File: src/rtl/serial_subtractor_if.sv
// ----------------------------------------------------------------------------
// serial_subtractor_if
//   Frame handshake and result bus of the bit-serial subtractor.
//   master : drives start/bit_valid/a_bit/b_bit, observes everything else
//   slave  : the subtractor itself
//   Signals:
//     start      single-cycle frame request
//     bit_valid  a_bit/b_bit carry an operand bit this cycle
//     a_bit      minuend bit, LSB first
//     b_bit      subtrahend bit, LSB first
//     busy       frame in progress
//     diff_valid diff_bit valid this cycle
//     diff_bit   registered difference bit
//     done       one-cycle frame-complete pulse
//     result     assembled WIDTH-bit difference
//     borrow     final borrow out (A < B unsigned)
// ----------------------------------------------------------------------------
interface serial_subtractor_if #(
    parameter int WIDTH = 8
);
    logic             start;
    logic             bit_valid;
    logic             a_bit;
    logic             b_bit;
    logic             busy;
    logic             diff_valid;
    logic             diff_bit;
    logic             done;
    logic [WIDTH-1:0] result;
    logic             borrow;

    modport master (
        output start, bit_valid, a_bit, b_bit,
        input  busy, diff_valid, diff_bit, done, result, borrow
    );

    modport slave (
        input  start, bit_valid, a_bit, b_bit,
        output busy, diff_valid, diff_bit, done, result, borrow
    );
endinterface

File: src/rtl/serial_subtractor.sv
// ----------------------------------------------------------------------------
// serial_subtractor
//   Bit-serial, LSB-first subtractor computing (A - B) mod 2^WIDTH.
//   Each accepted operand bit yields a registered difference bit one cycle
//   later; after WIDTH bits the parallel result and final borrow are
//   presented together with a one-cycle done pulse.
//   Ports:
//     clk    rising-edge clock
//     rst_n  asynchronous active-low reset
//     bus    serial_subtractor_if.slave (handshake, operand bits, results)
// ----------------------------------------------------------------------------
module serial_subtractor #(
    parameter int WIDTH = 8
) (
    input  logic                clk,
    input  logic                rst_n,
    serial_subtractor_if.slave  bus
);
    // One extra bit so the counter can hold WIDTH without wrapping.
    localparam int CNT_W = $clog2(WIDTH) + 1;

    typedef enum logic [1:0] {
        S_IDLE,
        S_RUN,
        S_DONE
    } state_t;

    state_t           r_state;
    logic [CNT_W-1:0] r_cnt;
    logic             r_borrow_q;
    logic [WIDTH-1:0] r_result;
    logic             r_busy;
    logic             r_diff_valid;
    logic             r_diff_bit;
    logic             r_done;
    logic             r_borrow;

    // Full-subtractor cell on the current operand bits.
    logic w_d;
    logic w_borrow_next;
    logic w_last_bit;

    assign w_d           = bus.a_bit ^ bus.b_bit ^ r_borrow_q;
    assign w_borrow_next = (~bus.a_bit & bus.b_bit)
                         | (~(bus.a_bit ^ bus.b_bit) & r_borrow_q);
    assign w_last_bit    = (r_cnt == CNT_W'(WIDTH - 1));

    // NOTE: state is updated with non-blocking assignments only, so every
    // right-hand side below sees the pre-edge value regardless of order.
    always_ff @(posedge clk or negedge rst_n) begin
        if (!rst_n) begin
            r_state      <= S_IDLE;
            r_cnt        <= '0;
            r_borrow_q   <= 1'b0;
            r_result     <= '0;
            r_busy       <= 1'b0;
            r_diff_valid <= 1'b0;
            r_diff_bit   <= 1'b0;
            r_done       <= 1'b0;
            r_borrow     <= 1'b0;
        end else begin
            // NOTE: pulse outputs default low each cycle; the branches below
            // only raise them, so no path can leave a stale pulse behind.
            r_diff_valid <= 1'b0;
            r_done       <= 1'b0;

            case (r_state)
                S_IDLE: begin
                    if (bus.start) begin
                        r_state    <= S_RUN;
                        r_busy     <= 1'b1;
                        r_cnt      <= '0;
                        r_borrow_q <= 1'b0;
                        r_result   <= '0;
                        r_borrow   <= 1'b0;
                    end
                end

                S_RUN: begin
                    if (bus.bit_valid) begin
                        r_diff_bit   <= w_d;
                        r_diff_valid <= 1'b1;
                        r_borrow_q   <= w_borrow_next;
                        // Right shift: the first bit reaches bit 0 after WIDTH bits.
                        r_result     <= {w_d, r_result[WIDTH-1:1]};
                        r_cnt        <= r_cnt + 1'b1;
                        if (w_last_bit) begin
                            r_state  <= S_DONE;
                            r_busy   <= 1'b0;
                            r_done   <= 1'b1;
                            r_borrow <= w_borrow_next;
                        end
                    end
                end

                S_DONE: begin
                    if (bus.start) begin
                        r_state    <= S_RUN;
                        r_busy     <= 1'b1;
                        r_cnt      <= '0;
                        r_borrow_q <= 1'b0;
                        r_result   <= '0;
                        r_borrow   <= 1'b0;
                    end else begin
                        r_state    <= S_IDLE;
                    end
                end

                default: begin
                    r_state <= S_IDLE;
                    r_busy  <= 1'b0;
                end
            endcase
        end
    end

    assign bus.busy       = r_busy;
    assign bus.diff_valid = r_diff_valid;
    assign bus.diff_bit   = r_diff_bit;
    assign bus.done       = r_done;
    assign bus.result     = r_result;
    assign bus.borrow     = r_borrow;

endmodule

File: src/flat_wrapper.sv
// flat-port wrapper written by rule: the top's interface ports become plain ports
module serial_subtractor_flat 
#(
    parameter int WIDTH = 8
)
  (clk, rst_n, bus_start, bus_bit_valid, bus_a_bit, bus_b_bit, bus_busy, bus_diff_valid, bus_diff_bit, bus_done, bus_result, bus_borrow);
  serial_subtractor_if #(.WIDTH(WIDTH)) bus_i ();
  input  logic clk;
  input  logic rst_n;
  input wire logic [$bits(bus_i.start)-1:0] bus_start;
  input wire logic [$bits(bus_i.bit_valid)-1:0] bus_bit_valid;
  input wire logic [$bits(bus_i.a_bit)-1:0] bus_a_bit;
  input wire logic [$bits(bus_i.b_bit)-1:0] bus_b_bit;
  output wire logic [$bits(bus_i.busy)-1:0] bus_busy;
  output wire logic [$bits(bus_i.diff_valid)-1:0] bus_diff_valid;
  output wire logic [$bits(bus_i.diff_bit)-1:0] bus_diff_bit;
  output wire logic [$bits(bus_i.done)-1:0] bus_done;
  output wire logic [$bits(bus_i.result)-1:0] bus_result;
  output wire logic [$bits(bus_i.borrow)-1:0] bus_borrow;
  assign bus_i.start = bus_start;
  assign bus_i.bit_valid = bus_bit_valid;
  assign bus_i.a_bit = bus_a_bit;
  assign bus_i.b_bit = bus_b_bit;
  assign bus_busy = bus_i.busy;
  assign bus_diff_valid = bus_i.diff_valid;
  assign bus_diff_bit = bus_i.diff_bit;
  assign bus_done = bus_i.done;
  assign bus_result = bus_i.result;
  assign bus_borrow = bus_i.borrow;
  serial_subtractor #(.WIDTH(WIDTH)) u_core (.clk(clk), .rst_n(rst_n), .bus(bus_i));
endmodule
File: config.mk
export PLATFORM = sky130hd
export DESIGN_NAME = serial_subtractor_flat
export DESIGN_NICKNAME = d
export VERILOG_FILES = /design/src/rtl/serial_subtractor_if.sv /design/src/rtl/serial_subtractor.sv /design/src/flat_wrapper.sv
export SDC_FILE = /design/constraint.sdc
export NUM_CORES = 1
export LEC_CHECK = 0
export ABC_AREA = 1
export ABC_CLOCK_PERIOD_IN_PS = 1500
export CAP_MARGIN = 20
export CORE_UTILIZATION = 47
export CTS_BUF_LIST = sky130_fd_sc_hd__clkbuf_4 sky130_fd_sc_hd__clkbuf_8 sky130_fd_sc_hd__clkbuf_16
export CTS_CLUSTER_SIZE = 14
export DETAILED_ROUTE_END_ITERATION = 16
export PLACE_DENSITY = 0.76
export SETUP_SLACK_MARGIN = 0.05
export SLEW_MARGIN = 20
export SYNTH_ARGS = -nofsm -noshare
export SYNTH_HDL_FRONTEND = slang
export SYNTH_SLANG_ARGS = --single-unit
File: constraint.sdc
create_clock -name clk -period 1.5 [get_ports clk]
set_input_delay 0.15 -clock clk [delete_from_list [all_inputs] [get_ports clk]]
set_output_delay 0.15 -clock clk [all_outputs]
set_load 0.03 [all_outputs]
# Yosys cells after proc, flatten, opt, wreduce, memory -nomap -nowiden

Index checks and enable logic that the tools add are counted.

Add/subtract/negate cells: 1
Eq/ne operators: 7
Mux-type cells: 26
Bitwise gates (word level): 7
Reductions and logical operators: 8

Operators by type and width:

| cell                                           | number |
|---|---|
| two-way mux 8 bit                              | 2 |
| one-hot mux 8 bit (2 select lines)             | 1 |
| two-way mux 1 bit                              | 13 |
| AND reduction 3 bit                            | 3 |
| two-way mux 4 bit                              | 2 |
| one-hot mux 4 bit (2 select lines)             | 1 |
| two-way mux 2 bit                              | 3 |
| one-hot mux 1 bit (2 select lines)             | 3 |
| one-hot mux 2 bit (3 select lines)             | 1 |
| adder 4 x 1 -> 4 bit (second input constant)   | 1 |
| == test 4 x 3 -> 1 bit (second input constant) | 1 |
| != test 2 x 1 -> 1 bit (second input constant) | 2 |
| != test 2 bit (second input constant)          | 2 |
| AND reduction 4 bit                            | 1 |
| AND 1 bit                                      | 2 |
| == test 2 x 1 -> 1 bit (second input constant) | 1 |
| == test 2 bit (second input constant)          | 1 |
| logical NOT 2 bit                              | 1 |
| NOT 1 bit                                      | 2 |
| AND reduction 2 bit                            | 1 |
| nonzero test 2 bit                             | 1 |
| OR reduction 2 bit                             | 1 |
| bitwise XOR 1 bit                              | 2 |
| bitwise OR 1 bit                               | 1 |

Register bits after elaboration: 20
Input port bits: 6
Output and inout bits: 13
Word-level logic and storage cells: 58

# Depth between registers and ports, before layout

Gate-level depths: netlist (run 1).

Word-level depth: 7
Gate-level depth with buffers: 6
Mapped depth without buffers: 6

# Least setup slack after synthesis (run 1)

OpenSTA, ideal clock, no wires.

Kind: flip-flop to flip-flop
From: register u_core.r_borrow_q
To: register u_core.r_result[7] (netlist: u_core.bus.result[7])
Setup time: 74 ps
Arrival: 1,073 ps
Data required time: 1,426 ps
Path slack: 353 ps
Cell stages (with the launch flop): 4
Path buffers: 0
Period minus slack after synthesis: 1,147 ps
Cells stage by stage: dfrtp_1 > fa_1 > or2_1 > o21ai_2

Cells in the longest elaborated chain, start to end: 3

Ends and longest elaborated chain:

| item                               | line                    | text |
|---|---|---|
| start, declared                    | serial_subtractor.sv:30 | `logic r_borrow_q;` |
| start signal, assigned             | serial_subtractor.sv:83 | `r_borrow_q <= w_borrow_next;` |
| bitwise XOR 1 bit                  | serial_subtractor.sv:43 | `assign w_d = bus.a_bit ^ bus.b_bit ^ r_borrow_q;` |
| two-way mux 8 bit                  | serial_subtractor.sv:80 | `if (bus.bit_valid) begin` |
| one-hot mux 8 bit (2 select lines) | serial_subtractor.sv:67 | `case (r_state)` |
| end signal, assigned               | serial_subtractor.sv:85 | `r_result <= {w_d, r_result[WIDTH-1:1]};` |
| end, declared                      | serial_subtractor.sv:31 | `logic [WIDTH-1:0] r_result;` |

Every way passes these cells. The select of a mux whose other input is x is not followed.
A chain may end at the register's enable or synchronous reset.

# Final worst setup path (run 1)

From: register u_core.r_diff_bit (netlist: u_core.bus.diff_bit)
To: output port bus_diff_bit

RTL lines:

| item                   | line                    | text |
|---|---|---|
| start, declared        | serial_subtractor.sv:34 | `logic r_diff_bit;` |
| start signal, assigned | serial_subtractor.sv:81 | `r_diff_bit <= w_d;` |
| end, declared          | flat_wrapper.sv:16      | `output wire logic [$bits(bus_i.diff_bit)-1:0] bus_diff_bit;` |

No word-level cell between the ends.

==> results of run 1 <==
==> state kept, by name, summed over array words and instances (netlist names) <==
signal                 count
u_core.r_state             2
u_core.bus.done            1
u_core.bus.diff_bit        1
u_core.r_borrow_q          1
u_core.r_cnt               4
u_core.bus.diff_valid      1
u_core.bus.borrow          1
u_core.bus.result          8
u_core.bus.busy            1
==> metal layers <==
layer / GRT usage / routed length, um / vias to the layer above
met4: 0.0545 / 10 / 0
met2: 0.262 / 703 / 12
met5: 0 / 0 / -
li1: - / - / 303
met1: 0.247 / 704 / 310
met3: 0.0367 / 48 / 2
==> cell type report <==
cell class,count,area [um^2]
clock buffers,3,22.5
fillers,137,527
inverters,13,48.8
multi-input cells,47,275
flip-flops and latches,20,500
well taps,16,20.0
repair buffers,20,183
==> logic make-up after synthesis <==
logic type	share of synthesized area
AO/OA/AOI/OAI	0.0943
AND/OR/NAND/NOR	0.186
flip-flops	0.599
adder cells (fa/ha/maj)	0.0389
XOR/XNOR	0.0105
buffers and inverters	0.0719
==> worst paths after layout <==
kind                                         to  slack [ns]  cells after the start
min in group clk           u_core.bus.result[0]        0.49                      2
hold reg to reg            u_core.bus.result[0]        0.49                      2
hold / removal             u_core.bus.result[0]        0.17                      2
setup / recovery                   bus_diff_bit        0.27                      1
setup reg to reg            u_core.bus.diff_bit        0.29                      3
max in group asynchronous       u_core.bus.done        1.12                      2
==> per-stage QoR <==
stage                     area, um^2  hold slack, ns
after global placement          1040           0.471
after global routing            1050           0.199
after CTS                       1050           0.188
final                           1050           0.173
after detailed placement        1040           0.475
after floorplan                  836          -0.146
==> timing repair <==
action                     in CTS  in global routing
buffers inserted                0                  0
setup endpoints to repair      12                  1
cloned                          0                  0
gates resized for setup        12                  1
==> cells in the final DEF, fill, tap and decap left out <==
cell                              synthesis  final
sky130_fd_sc_hd__nand2_2                  1      1
sky130_fd_sc_hd__or2_1                    1      1
sky130_fd_sc_hd__xor2_1                   1      1
sky130_fd_sc_hd__nor2_2                   1      1
sky130_fd_sc_hd__clkbuf_4                 0      3
sky130_fd_sc_hd__inv_2                    2      2
sky130_fd_sc_hd__dlygate4sd2_1            0     12
sky130_fd_sc_hd__buf_4                    0      2
sky130_fd_sc_hd__o22ai_1                  6      6
sky130_fd_sc_hd__a21oi_1                  2      2
sky130_fd_sc_hd__nand2_4                  1      1
sky130_fd_sc_hd__clkdlybuf4s50_1          0      5
sky130_fd_sc_hd__nand3_4                  1      1
sky130_fd_sc_hd__o21ai_2                  3      3
sky130_fd_sc_hd__inv_1                   11     11
sky130_fd_sc_hd__fa_1                     1      1
sky130_fd_sc_hd__dfrtp_1                 20     20
sky130_fd_sc_hd__dlymetal6s2s_1           0      1
sky130_fd_sc_hd__nor2_1                   5      5
sky130_fd_sc_hd__nand2_1                 18     18
sky130_fd_sc_hd__nand4_1                  1      1
sky130_fd_sc_hd__nand3_1                  3      3
sky130_fd_sc_hd__o21ai_0                  1      1
sky130_fd_sc_hd__ha_1                     1      1
==> power by group through the flow <==
stage                     sequential (uW)  combinational [uW]  clock, uW
final                                 884                 985        247
after global routing                  911                1080        266
after CTS                             886                 998        248
after detailed placement              902                1100          0
after global placement                892                1070          0
after floorplan                      1170                 410          0
==> results, run 1 <==
- The die is 44.2 um tall.
- The part of the total power dissipated in the clock network is 0.117.
- For this run, the share of the core covered by cells in the final layout is 0.666.
- The main flop type after synthesis is sky130_fd_sc_hd__dfrtp_1.
- The die span in x is 44.2 um.
- The final critical path time including I/O delays and setup is 1.23 ns.
- Traced cell by cell, the critical path runs through dlygate4sd2_1.
- The setup path with the least slack is of type reg2out.
- The initial antenna violation count was 0.
- In the post-synthesis netlist, the biggest area contributors are sky130_fd_sc_hd__dfrtp_1 (60%), sky130_fd_sc_hd__nand2_1 (8.1%), sky130_fd_sc_hd__inv_1 (4.9%).
- The total internal power is 1180 uW.
- The family with the most delay on the worst path is buffers and inverters.
- The initial detailed-routing violation count is 6.
- CTS placed an instance of sky130_fd_sc_hd__clkbuf_4 at the clock tree root.
- Port buffering added 18 buffers.
- The largest single stage delay on the critical path is 0.41 ns.
- The final number of max-transition violations came to 0.
- In this run, post-CTS hold repair placed 0 buffers.
- In this run, placement finished with an instance count of 116.
- In the synthesized netlist, the number of instances is 81.
- The most repeated cell in the gate-level netlist after synthesis is sky130_fd_sc_hd__dfrtp_1.
- The synthesized design contains 20 register bits.
- The share of Yosys cell area claimed by the top area cell type is 0.599.
- The number of routed nets with antenna violations is 0.
- In this run the worst hold path is classified as in2async.
- The kind of end point of the critical path is a primary output.
- Counting the buffers created by CTS gives 3.
- In this run the worst path has a maximum fanout of 2.
- The post-detailed-placement half-perimeter wirelength is 1110 um.
- The source of the worst register-to-register timing path is u_core.r_borrow_q.
- In the final routed layout, each cell accounts on average for 12.3 um.
- The post-route fraction of the period consumed by the critical path is 0.817.
- CTS built an H-tree with a depth of 1.
- The cell area after technology mapping is 836 um^2.
- The total wire length is 1470 um.
- The share of total power dissipated in sequential elements is 0.418.
- The power after layout is 2120 uW.
- In the final layout, the share of cells above drive strength 1 is 0.136.
- The final cell count without fillers is 119.
- Routability-driven placement finished with a final weighted congestion of 0.702.
- The TritonCTS clock tree is built.
- The count of endpoints failing setup in the final report is 0.
- The count of warnings emitted by yosys is 0.
- Setup repair after global routing left no endpoint under its margin.
- The first detailed-routing pass took 6 iterations.
- The slew at the pin with the worst max-slew slack is 0.316 ns.
- The placeable core area is 0.00158 mm^2.
- Counting flops with a built-in enable in the synthesized netlist gives 0.
- The flow ran to the end, and the final reports show no timing, DRC or antenna violations.
- The total routing resource utilization after global routing is 0.172.
- The cell leakage power is 0.000569 uW.
- After clock tree synthesis, the clock-pin slew on the worst setup and hold paths is 0.11 ns.
- For this run, the register share of the synthesized area comes to 0.599.
- The worst-skew pair later-pin latency is 0.29 ns.
- The number of clock sinks is 20.
- Entering global routing, the biggest net connects 21 pins.
- In the synthesized netlist, the cells that appear most often are sky130_fd_sc_hd__dfrtp_1 (20), sky130_fd_sc_hd__nand2_1 (18), sky130_fd_sc_hd__inv_1 (11), sky130_fd_sc_hd__o22ai_1 (6), sky130_fd_sc_hd__nor2_1 (5).
- The number of global-route vias before repair is 581.
- Across the run, the number of max-cap violations was 0.
- The top achievable clock speed is 816 MHz.
- 19 I/O pins were placed.
- The beginning of the critical path is u_core.bus.diff_bit.
- The share of total power in combinational logic is 0.466.
- At the placement stage, the worst setup path has a slack of 0.0183 ns.
- The worst slew slack as a fraction of its limit is 0.789.
- The net switching fraction of the power is 0.444.
- The global-route wire length before repair is 2390 um.
- The number of hold violations in the final report came to 0.
- The number of nets in the synthesized netlist is 89.
- Relative to the synthesized area, the layout overhead comes to 25.6%.
- In the synthesized netlist the async set-or-reset flop fraction comes to 1.00.
- The worst clock skew is 0.00457 ns.
- After synthesis, the netlist uses 20 different library cells.
- For this run, design rule violations remaining after detail routing come to 0.
- Counting along the longest clock path gives a buffer depth of 2.
- The number of vias per cell after detailed routing is 5.27.
- The initial utilization of the core area, before any placement, comes to 0.530.
- The number of buffers and inverters on the critical path is 1.
- VDD sags by at most 1.09 mV.
- For this design the total switching power over the nets is 940 uW.
- The sum of negative setup slack is 0 ns.
- The die covers 0.00195 mm^2.
- The total power density per cell area is 2020 mW/mm^2.
- The per-instance average area after synthesis is 10.3 um^2.
- The data required time at the worst endpoint is 1.35 ns.
- The routed via count is 627.
- Global routing finished with a remaining overflow of 0.
- In the final design database the tool counted 113 nets.
- The number of rows created at floorplan is 14.
- The arrival time of the worst setup path is 1.08 ns.
- The post-route worst setup slack is 0.275 ns.
- The cell type with the largest total area after synthesis is sky130_fd_sc_hd__dfrtp_1.
- The worst setup path is launched from a flip-flop.
- The library cell contributing the largest single delay on the critical path is sky130_fd_sc_hd__dlygate4sd2_1.
- The antenna cell count is 0.
Note: power is estimated with default switching activity, not from simulation.
==> run 2, diff against run 1 <==
--- a/config.mk
+++ b/config.mk
@@ -6,13 +6,14 @@
 export NUM_CORES = 1
 export LEC_CHECK = 0
 export ABC_AREA = 1
-export ABC_CLOCK_PERIOD_IN_PS = 1500
+export ABC_CLOCK_PERIOD_IN_PS = 1050
 export CAP_MARGIN = 20
-export CORE_UTILIZATION = 47
+export CORE_ASPECT_RATIO = 1.4
+export CORE_UTILIZATION = 43
 export CTS_BUF_LIST = sky130_fd_sc_hd__clkbuf_4 sky130_fd_sc_hd__clkbuf_8 sky130_fd_sc_hd__clkbuf_16
 export CTS_CLUSTER_SIZE = 14
 export DETAILED_ROUTE_END_ITERATION = 16
-export PLACE_DENSITY = 0.76
+export PLACE_DENSITY = 0.73
 export SETUP_SLACK_MARGIN = 0.05
 export SLEW_MARGIN = 20
 export SYNTH_ARGS = -nofsm -noshare
==> constraint.sdc (replaced) <==
create_clock -name clk -period 1.05 [get_ports clk]
set_input_delay 0.105 -clock clk [delete_from_list [all_inputs] [get_ports clk]]
set_output_delay 0.105 -clock clk [all_outputs]
set_load 0.03 [all_outputs]
==> results, run 2 (synthesis gave the netlist of run 1 again) <==
- The slew at the pin with the worst max-slew slack came to 0.252 ns (-0.0643 ns).
- Compared with the post-synthesis result, the final layout area differs by 40.0%.
- The post-detailed-placement half-perimeter wirelength came to 1170 um (+5.4%).
- The type of the tightest min-delay check is in2async.
- The final weighted congestion in routability-driven placement is 0.763 (+8.6%).
- The number of routed nets with antenna violations is 0 (unchanged).
- Traced cell by cell, the critical path runs through fa_1, or2_1, o21ai_2.
- The placeable core area is 0.00180 mm^2 (+14%).
- The post-route worst setup slack is -0.143 ns (-0.417 ns).
- The total iterations of the first detailed-routing run was 2 (-4).
- The worst path in the final design needs a cycle of 1.19 ns, including I/O delays and setup.
- The startpoint identified for the worst register-to-register timing path is u_core.r_borrow_q.
- The final number of max-transition violations is 0 (unchanged).
- The highest net fanout along the worst path was 2 (unchanged).
- The worst clock skew came to 0.00694 ns (+0.00237 ns).
- The count of endpoints failing setup in the final report is 5 (+5).
- The number of flip-flops in the largest register is 8 (unchanged).
- STA classifies the critical path endpoint as a flip-flop.
- The longest individual stage delay on the worst path was 0.42 ns (about the same).
- The overall overflow remaining after global route is 0 (unchanged).
- The library cell used most frequently in the layout, excluding fill and tap cells, is sky130_fd_sc_hd__buf_4.
- The final layout net count is 123 (+8.8%).
- The total power density per cell area is 2990 mW/mm^2 (+48%).
- The maximum resistive drop on vdd is 1.84 mV (+69%).
- The data required time at the worst endpoint is 1.28 ns (-0.07 ns).
- Among cell families on the critical path, the largest total delay comes from adder cells.
- The count of cell instances traversed by the critical path was 3 (+2).
- The total routing resource utilization after global routing is 0.177 (+0.00484).
- The initial antenna violation count came to 0 (unchanged).
- The number of global-route vias before repair came to 621 (+6.9%).
- The run finished, with violations left.
- The cell leakage power is 0.000590 uW (+3.7%).
- The checks that failed: setup timing.
- The number of hold buffers added after cts is 0 (unchanged).
- The post-route DRC violation count is 0 (unchanged).
- The initial detailed-routing violation count is 5 (-1).
- The fraction of layout instances using a drive strength above 1 is 0.404 (+0.268).
- The antenna cell count is 0 (unchanged).
- The worst-case setup slack after placement came to -0.386 ns (-0.405 ns).
- The total wire length is 1540 um (+5.2%).
- The TritonCTS clock tree is built.
- The post-route standard cell area excluding fillers was 0.00117 mm^2 (+11%).
- The number of hold violations in the final report is 0 (unchanged).
- The critical path is of the reg2reg type.
- The worst-skew pair later-pin latency is 0.29 ns (about the same).
- The worst slew slack as a fraction of its limit is 0.832 (+0.0432).
- The tree is rooted in a sky130_fd_sc_hd__clkbuf_4.
- The combined buffer and inverter count along the critical path was 0 (-1).
- Setup repair after global routing could not meet its margin everywhere.
- The number of port buffers was 18 (unchanged).
- The sum of negative setup slack came to -0.298 ns (-0.298 ns).
- The arrival time of the worst setup path was 1.42 ns (+0.34 ns).
- The number of rows created at floorplan is 18 (+4).
- The number of H-tree levels is 1 (unchanged).
- The library cell contributing the largest single delay on the critical path is sky130_fd_sc_hd__fa_1.
- The detail-routed net length per standard cell was 11.5 um (-6.5%).
- The startpoint type of the worst setup path is a flip-flop.
- The post-detailed-placement cell area is 0.00107 mm^2 (+2.6%).
- The number of vias per cell after detailed routing is 4.93 (-6.5%).
- The clock input transition at the sequential cells of the worst setup and hold paths is 0.11 ns (about the same).
- The number of clock sinks is 20 (unchanged).
- The worst reg-to-reg path cell count is 3 (unchanged).
- The die footprint was 0.00213 mm^2 (+9.0%).
- The maximum number of pins on one net before global-route repair is 21 (unchanged).
- The top achievable clock speed is 839 MHz.
- The buffer depth of the longest clock path is 2 (unchanged).
- The die height is 54.2 um (+23%).
- The I/O pin count is 19 (unchanged).
- The share of the core filled with cells in the final layout is 0.649 (-0.0166).
- In the layout the commonest cells are sky130_fd_sc_hd__buf_4 (22), sky130_fd_sc_hd__dfrtp_1 (19), sky130_fd_sc_hd__nand2_1 (17).
- The global-route wire length before repair is 2530 um (+5.8%).
- The initial core utilization came to 0.464 (-0.0663).
- In the finished design, the share of the clock period the worst path needs comes to 1.14.
- The routed via count was 660 (+5.3%).
- The reported max-cap violation count is 0 (unchanged).
- Tracing the worst setup path back leads to its startpoint at u_core.r_borrow_q.
- The CTS buffer count is 3 (unchanged).
- The die span in x is 39.3 um (-11%).
## run 2: area by class of cell
| type | count | area, um^2 |
|---|---|---|
| timing repair buffer | 30 | 249 |
| fill | 149 | 632 |
| inverter | 13 | 51.3 |
| multi-input combinational | 47 | 307 |
| clock buffer | 4 | 36.3 |
| tap | 20 | 25.0 |
| sequential | 20 | 502 |
## run 2: per-stage QoR
| step | power [uW] | instances | hold WS (ns) |
|---|---|---|---|
| after global placement | 2860 | 127 | 0.460 |
| after global routing | 3760 | 134 | 0.143 |
| after CTS | 3360 | 131 | 0.131 |
| after floorplan | 2260 | 81 | -0.191 |
| after detailed placement | 2910 | 127 | 0.462 |
| final | 3500 | 134 | 0.128 |
## run 2: worst paths after layout
check / to / slack (ns)
min: u_core.bus.busy / 0.13
max reg2reg: u_core.bus.result[7] / -0.14
min in group clk: u_core.r_borrow_q / 0.50
max in group asynchronous: u_core.r_state[0] / 0.70
min reg2reg: u_core.r_borrow_q / 0.50
max: u_core.bus.result[7] / -0.14
## run 2: layer usage
layer | GRT usage | up-vias | routed length (um)
met4 | 0.0862 | 0 | 13
met5 | 0 | - | 0
li1 | - | 323 | -
met1 | 0.227 | 326 | 661
met2 | 0.278 | 9 | 831
met3 | 0.0372 | 2 | 37
## run 2: worst register-to-register path: cells and delay by family (launching register included)
family                   cells  cell delay [ns]
AO/OA/AOI/OAI                1             0.06
AND/OR/NAND/NOR              1             0.25
flip-flops                   1             0.41
adder cells (fa/ha/maj)      1             0.42
## run 2: repair_timing
item | 4_1_cts | 5_1_grt
pin swaps | 0 | 5
cloned | 0 | 0
endpoints found under the setup margin | 16 | 21
buffers inserted | 0 | 3
resized for setup | 3 | 10
## run 2: power by group
| group | switching, uW | internal, uW | total, uW |
|---|---|---|---|
| Combinational | 1000 | 775 | 1780 |
| Clock | 223 | 211 | 434 |
| Sequential | 216 | 1070 | 1280 |
| Total | 1440 | 2050 | 3500 |
